**src/rtl/xsim_dma_pkg.sv**
```systemverilog
// Shared types and constants for the simulation burst DMA initiator.
package xsim_dma_pkg;

  // Bytes per bus word; every beat advances the address by this amount.
  localparam int unsigned WORD_BYTES = 4;

  // Width of the burst-length field and of the beat counters.
  localparam int unsigned LEN_W = 8;

  // Default largest legal burst, in words.
  localparam int unsigned MAX_BURST_DEFAULT = 16;

  // Controller states.
  typedef enum logic [1:0] {
    ST_IDLE  = 2'd0,
    ST_READ  = 2'd1,
    ST_WRITE = 2'd2,
    ST_DONE  = 2'd3
  } state_e;

  // Next word address; wraps modulo 2^32 by construction.
  function automatic logic [31:0] next_word_addr(input logic [31:0] addr);
    return addr + 32'(WORD_BYTES);
  endfunction

endpackage

```
**src/rtl/xsim_dma_beat_counter.sv**
```systemverilog
// Loadable down-counter for remaining beats, with zero / one flags.
module xsim_dma_beat_counter
  import xsim_dma_pkg::*;
(
  input  logic             CLK,
  input  logic             RST_N,
  input  logic             load_i,
  input  logic [LEN_W-1:0] load_val_i,
  input  logic             dec_i,
  output logic             is_zero_o,
  output logic             is_one_o
);

  logic [LEN_W-1:0] count_q;

  // Load a new burst length or count one beat down; never wraps below zero.
  always_ff @(posedge CLK or negedge RST_N) begin
    // NOTE: clocked state uses non-blocking (<=) so every flop samples
    // pre-edge values; blocking here would create order-dependent races.
    if (!RST_N) begin
      count_q <= '0;
    end else if (load_i) begin
      count_q <= load_val_i;
    end else if (dec_i && (count_q != '0)) begin
      count_q <= count_q - 1'b1;
    end
  end

  assign is_zero_o = (count_q == '0);
  assign is_one_o  = (count_q == LEN_W'(1));

endmodule

```
**src/rtl/xsim_dma_burst_master.sv**
```systemverilog
// Burst DMA initiator: turns one burst command into single-word
// read-request/response or write32 accesses against the simulated memory.
module xsim_dma_burst_master
  import xsim_dma_pkg::*;
#(
  parameter int unsigned MAX_BURST = MAX_BURST_DEFAULT
) (
  input  logic             CLK,
  input  logic             RST_N,
  // Command
  input  logic             cmd_valid,
  output logic             cmd_ready,
  input  logic             cmd_write,
  input  logic [31:0]      cmd_handle,
  input  logic [31:0]      cmd_addr,
  input  logic [LEN_W-1:0] cmd_len,
  // Write data stream
  input  logic             wdata_valid,
  output logic             wdata_ready,
  input  logic [31:0]      wdata,
  // Read data stream
  output logic             rdata_valid,
  input  logic             rdata_ready,
  output logic [31:0]      rdata,
  output logic             rdata_last,
  // Completion
  output logic             done,
  output logic             done_error,
  // Responder read side
  output logic             en_readrequest,
  output logic [31:0]      readrequest_handle,
  output logic [31:0]      readrequest_addr,
  input  logic             rdy_readrequest,
  input  logic             rdy_readresponse,
  input  logic [31:0]      readresponse_data,
  output logic             en_readresponse,
  // Responder write side
  output logic             en_write32,
  output logic [31:0]      write32_handle,
  output logic [31:0]      write32_addr,
  output logic [31:0]      write32_data
);

  localparam logic [LEN_W-1:0] MAX_LEN = LEN_W'(MAX_BURST);

  state_e      state_q;
  logic [31:0] addr_q;
  logic [31:0] handle_q;
  logic        error_q;

  logic        req_zero, req_one;
  logic        rsp_zero, rsp_one;

  logic        in_idle, in_read, in_write;
  logic        cmd_fire, cmd_bad, cmd_start;
  logic        req_fire, rsp_fire, wr_fire;

  // Decode state and the per-cycle transfer events.
  always_comb begin
    // NOTE: every signal in this block is assigned on every pass; a path
    // that skipped one would infer a latch.
    in_idle   = (state_q == ST_IDLE);
    in_read   = (state_q == ST_READ);
    in_write  = (state_q == ST_WRITE);
    cmd_fire  = in_idle && cmd_valid;
    cmd_bad   = (cmd_len == '0) || (cmd_len > MAX_LEN) || (cmd_addr[1:0] != 2'b00);
    cmd_start = cmd_fire && !cmd_bad;
    // The responder's ready already accounts for a same-cycle dequeue,
    // which is what keeps reads at one word per cycle.
    req_fire  = in_read && rdy_readrequest && !req_zero;
    // Never consume beyond the burst even if the responder misbehaves.
    rsp_fire  = in_read && rdy_readresponse && rdata_ready && !rsp_zero;
    wr_fire   = in_write && wdata_valid;
  end

  // Requests still to be issued (read) or beats still to be written.
  xsim_dma_beat_counter u_req_left (
    .CLK        (CLK),
    .RST_N      (RST_N),
    .load_i     (cmd_start),
    .load_val_i (cmd_len),
    .dec_i      (req_fire || wr_fire),
    .is_zero_o  (req_zero),
    .is_one_o   (req_one)
  );

  // Read words still to be handed to the client.
  xsim_dma_beat_counter u_rsp_left (
    .CLK        (CLK),
    .RST_N      (RST_N),
    .load_i     (cmd_start),
    .load_val_i (cmd_len),
    .dec_i      (rsp_fire),
    .is_zero_o  (rsp_zero),
    .is_one_o   (rsp_one)
  );

  // Burst controller: command capture, address walk and completion.
  always_ff @(posedge CLK or negedge RST_N) begin
    if (!RST_N) begin
      state_q  <= ST_IDLE;
      addr_q   <= '0;
      handle_q <= '0;
      error_q  <= 1'b0;
    end else begin
      unique case (state_q)
        ST_IDLE: begin
          if (cmd_fire) begin
            handle_q <= cmd_handle;
            addr_q   <= cmd_addr;
            if (cmd_bad) begin
              error_q <= 1'b1;
              state_q <= ST_DONE;
            end else begin
              state_q <= cmd_write ? ST_WRITE : ST_READ;
            end
          end
        end
        ST_READ: begin
          if (req_fire) addr_q <= next_word_addr(addr_q);
          if (rsp_fire && rsp_one) state_q <= ST_DONE;
        end
        ST_WRITE: begin
          if (wr_fire) begin
            addr_q <= next_word_addr(addr_q);
            if (req_one) state_q <= ST_DONE;
          end
        end
        ST_DONE: begin
          error_q <= 1'b0;
          state_q <= ST_IDLE;
        end
        default: state_q <= ST_IDLE;
      endcase
    end
  end

  // Held low during reset so the client sees no ready until reset releases.
  assign cmd_ready = RST_N && in_idle;

  assign wdata_ready = in_write;

  assign rdata_valid     = in_read && rdy_readresponse;
  assign rdata           = in_read ? readresponse_data : '0;
  assign rdata_last      = rdata_valid && rsp_one;
  assign en_readresponse = rsp_fire;

  assign en_readrequest     = req_fire;
  assign readrequest_handle = handle_q;
  assign readrequest_addr   = addr_q;

  assign en_write32     = wr_fire;
  assign write32_handle = handle_q;
  assign write32_addr   = addr_q;
  assign write32_data   = in_write ? wdata : '0;

  assign done       = (state_q == ST_DONE);
  assign done_error = done && error_q;

endmodule
```
**config.mk**
```make
export PLATFORM = sky130hd
export DESIGN_NAME = xsim_dma_burst_master
export DESIGN_NICKNAME = d
export VERILOG_FILES = /design/src/rtl/xsim_dma_pkg.sv /design/src/rtl/xsim_dma_beat_counter.sv /design/src/rtl/xsim_dma_burst_master.sv
export SDC_FILE = /design/constraint.sdc
export NUM_CORES = 1
export LEC_CHECK = 0
export ABC_AREA = 1
export CAP_MARGIN = 5
export CORE_AREA = 2 2 134 136
export CTS_CLUSTER_DIAMETER = 150
export DETAILED_ROUTE_END_ITERATION = 10
export DIE_AREA = 0 0 136 138
export PLACE_DENSITY_LB_ADDON = 0.12
export SLEW_MARGIN = 30
export SYNTH_ARGS = -nofsm -noshare
export SYNTH_HDL_FRONTEND = slang
export SYNTH_HIERARCHICAL = 1
export SYNTH_SLANG_ARGS = --single-unit
```
**constraint.sdc**
```tcl
create_clock -name CLK -period 7.35 [get_ports CLK]
set_clock_uncertainty 0.1 [all_clocks]
set_input_delay 1.8375 -clock CLK [delete_from_list [all_inputs] [get_ports CLK]]
set_output_delay 1.8375 -clock CLK [all_outputs]
set_load 0.05 [all_outputs]
```
==> impl_metrics.py <==
metrics = {
    "global_routing": {
        "grt_util_all_layers_pct": 23.06,
        "grt_pass1_wl_um": 33890,
        "grt_pass1_vias": 6233,
        "antenna_found_initial": 0,
        "overflow": 0,
        "grt_max_degree": 63,
    },
    "routing": {
        "via_per_inst": 4.447,
        "drcViolationCount": 0,
        "wl_um": 21700,
        "first_iter_violations": 326,
        "wire_per_inst_um": 14.93,
        "num_vias": 6466,
        "drt-pass1-iter-count": 5,
        "detail-route-antenna-nets": 0,
    },
    "sta": {
        "setup_ws_ns": 1.828,
        "final_max_slew_viol_count": 0,
        "min_period_ns": 5.522,
        "setup_violations": 0,
        "hold_slack_ns": 0.4120,
        "period_share_pct": 75.13,
        "rsz0062_at_grt": "false",
        "tightest_slew_ns": 0.8034,
        "max_slew_margin_pct": 46.44,
        "hold_viol_final": 0,
        "fmax_mhz": 181.1,
        "finalSetupTns_ns": 0,
    },
    "run": {
        "cap_viol_max_count": 0,
    },
    "synthesis": {
        "syn_area_per_cell_um2": 6.428,
        "synthSimpleGateAreaFrac_pct": 38.68,
        "ys_seq_area_share_pct": 33.94,
        "syn_inst": 952,
        "synth_adder_area_share_pct": 2.249,
        "synth.area.top_cells": "dfrtp_1 34%, nand2_1 23%, buf_4 8.1%",
        "synth-compound-area-share_pct": 5.193,
        "ys_ff_latch": 83,
        "syn_nets": 1107,
        "synth_edf_count": 0,
        "synth_xor_area_share_pct": 1.861,
        "synth_top_family_by_area": "simple AND/OR/NAND/NOR gates",
        "yosysTopAreaCell": "dfrtp_1",
        "ys.flop_type": "dfrtp_1",
        "yosys_warnings": 6,
        "syn_area_mm2": 0.006120,
        "async_flop_share_pct": 100.0,
        "synth_cell_types": 33,
        "yosysTopAreaCellShare_pct": 33.94,
        "synthMuxAreaShare_pct": 0,
    },
    "setup_path": {
        "worstPathArrival_ns": 3.58,
        "cp_top_family": "buffers and inverters",
        "required_ns": 5.41,
        "critical_path_class": "in -> out",
        "worst_setup_path_start_kind": "input pin",
        "critPathBufInv": 2,
        "path_cells": "clkdlybuf4s50_1 > nand2_1 > nor2_1 > clkdlybuf4s50_1",
        "end_kind": "output port",
        "cp_common_cell": "clkdlybuf4s50_1",
        "critPathMaxFanout": 4,
        "cp_slowest_cell": "clkdlybuf4s50_1",
        "max_stage_delay_ns": 0.90,
    },
    "layout": {
        "insertedDiodeCount": 0,
        "area_growth_pct": 55.88,
        "nNetsFinal": 1375,
        "fin_cells": 1454,
        "layout-drive-gt1-share_pct": 4.490,
    },
    "die": {
        "design.die.area_mm2": 0.01877,
        "io_pins": 345,
        "start_util_pct": 34.90,
        "die_h_um": 138,
        "coreArea_mm2": 0.01753,
        "die_w_um": 136,
        "std_cell_rows": 49,
    },
    "clock_network": {
        "insertion_delay_ns": 0.35,
        "clock_path_buffers": 2,
        "postCtsResizedCells": 0,
        "hold_buffers": 0,
        "cts-root-buf": "clkbuf_16",
        "cts_buffers": 9,
        "path_clk_slew_ns": 0.06,
        "cts.sinks": 83,
        "cts_setup_buffers": 0,
        "cts_tree": "yes",
        "htreeDepth": 3,
    },
    "pwr": {
        "vdd_drop_max_uv": 303.5,
        "p_per_area_mw_per_mm2": 548.6,
        "p_total_mw": 5.233,
        "p_leak_nw": 4.660,
    },
    "placement": {
        "dp_hpwl_um": 16930,
        "numPlacedInstances": 1438,
        "place.gp.congestion": 0.8117,
        "portBuffers": 344,
        "dp_slack_ns": 1.821,
    },
    "status": {
        "outcome": "finished clean",
    },
    "hold_path": {
        "hp-class": "reg -> reg",
    },
}
-- power by group --
group / internal [mW] / switching, mW / total, mW
Combinational: 1.21 / 2.63 / 3.83
Sequential: 0.678 / 0.289 / 0.966
Clock: 0.231 / 0.203 / 0.434
-- flip-flops by register name, summed over array words and instances (netlist names) --
| signal | cells |
|---|---|
| readrequest_addr | 32 |
| readrequest_handle | 32 |
| u_req_left/count_q | 8 |
| u_rsp_left/count_q | 8 |
| state_q | 2 |
| error_q | 1 |
-- metal layers --
metal  GRT usage (%)  part of all wire, %  wire length [um]
met4           9.046                  2.7               588
met2           39.91                   49             10660
met5               0                    0                 0
met3           5.867                  7.8              1696
met1           27.11                   40              8755
-- layout by cell type, fill, tap and decap left out, types with 2 or more instances in the layout --
cell type	synthesis	final
nand2_1	371	371
clkdlybuf4s50_1	0	343
inv_1	123	122
nor2_1	106	105
dfrtp_1	83	83
nand3_1	60	60
o21ai_0	23	23
a21oi_1	11	11
ha_1	11	11
xnor2_1	9	9
clkbuf_16	0	9
o21ai_1	8	8
nor2_2	6	7
nor2_4	7	7
buf_4	66	7
o22ai_1	6	6
nand2_2	5	5
inv_2	3	4
xor2_1	4	4
nor3_1	3	3
o21ai_2	3	3
and2_1	3	3
clkinv_4	0	3
a31oi_1	2	2
clkinv_2	0	2
nand2_4	2	2
nor2_8	2	2
or2_0	2	2
-- worst min-delay path: cells and delay by family (launching register included) --
family,cells,cell delay [ns]
flip-flops,1,0.37
AND/OR/NAND/NOR,2,0.11
-- path summary, 6_finish.rpt --
kind	from	end	slack [ns]	cells past startpoint
max	rdy_readresponse	en_readresponse	1.83	4
max reg2reg	state_q[0]$_DFFE_PN0P_	readrequest_addr[14]$_DFFE_PN0P_	4.25	9
max in group asynchronous	RST_N	u_req_left/count_q[3]$_DFFE_PN0P_	4.75	2
min	readrequest_handle[7]$_DFFE_PN0P_	readrequest_handle[7]$_DFFE_PN0P_	0.41	2
min in group asynchronous	RST_N	readrequest_addr[6]$_DFFE_PN0P_	1.28	1
min reg2reg	readrequest_handle[7]$_DFFE_PN0P_	readrequest_handle[7]$_DFFE_PN0P_	0.41	2
-- Yosys cell counts (6+ instances only) --
master	number
o21ai_0	23
nor2_2	6
buf_4	66
a21oi_1	11
inv_1	123
nor2_1	106
o22ai_1	6
dfrtp_1	83
nand2_1	371
nand3_1	60
ha_1	11
o21ai_1	8
xnor2_1	9
clkbuf_1	18
nor2_4	7
-- stage by stage --
stage | util [%] | cell area (um2)
2_1_floorplan | - | 6120
3_3_place_gp | 52.82 | 9261
3_5_place_dp | 52.82 | 9261
4_1_cts | 54.40 | 9539
5_1_grt | 54.40 | 9539
6_report | 54.40 | 9539
-- final cells by class --
type                    count  area (um2)
clock buffers               9       225.2
clock inverters             7       52.55
fillers                  1753        7995
inverters                 126       473.0
multi-input cells         650        2939
flip-flops and latches     83        2077
well taps                 229       286.5
repair buffers            350        3486
-- logic make-up after synthesis --
family | count (synthesis)
compound gates | 56
buf+inv | 219
fa+ha+maj | 11
xor+xnor | 13
simple gates | 570
flops | 83
Note: power is estimated with default switching activity, not from simulation.
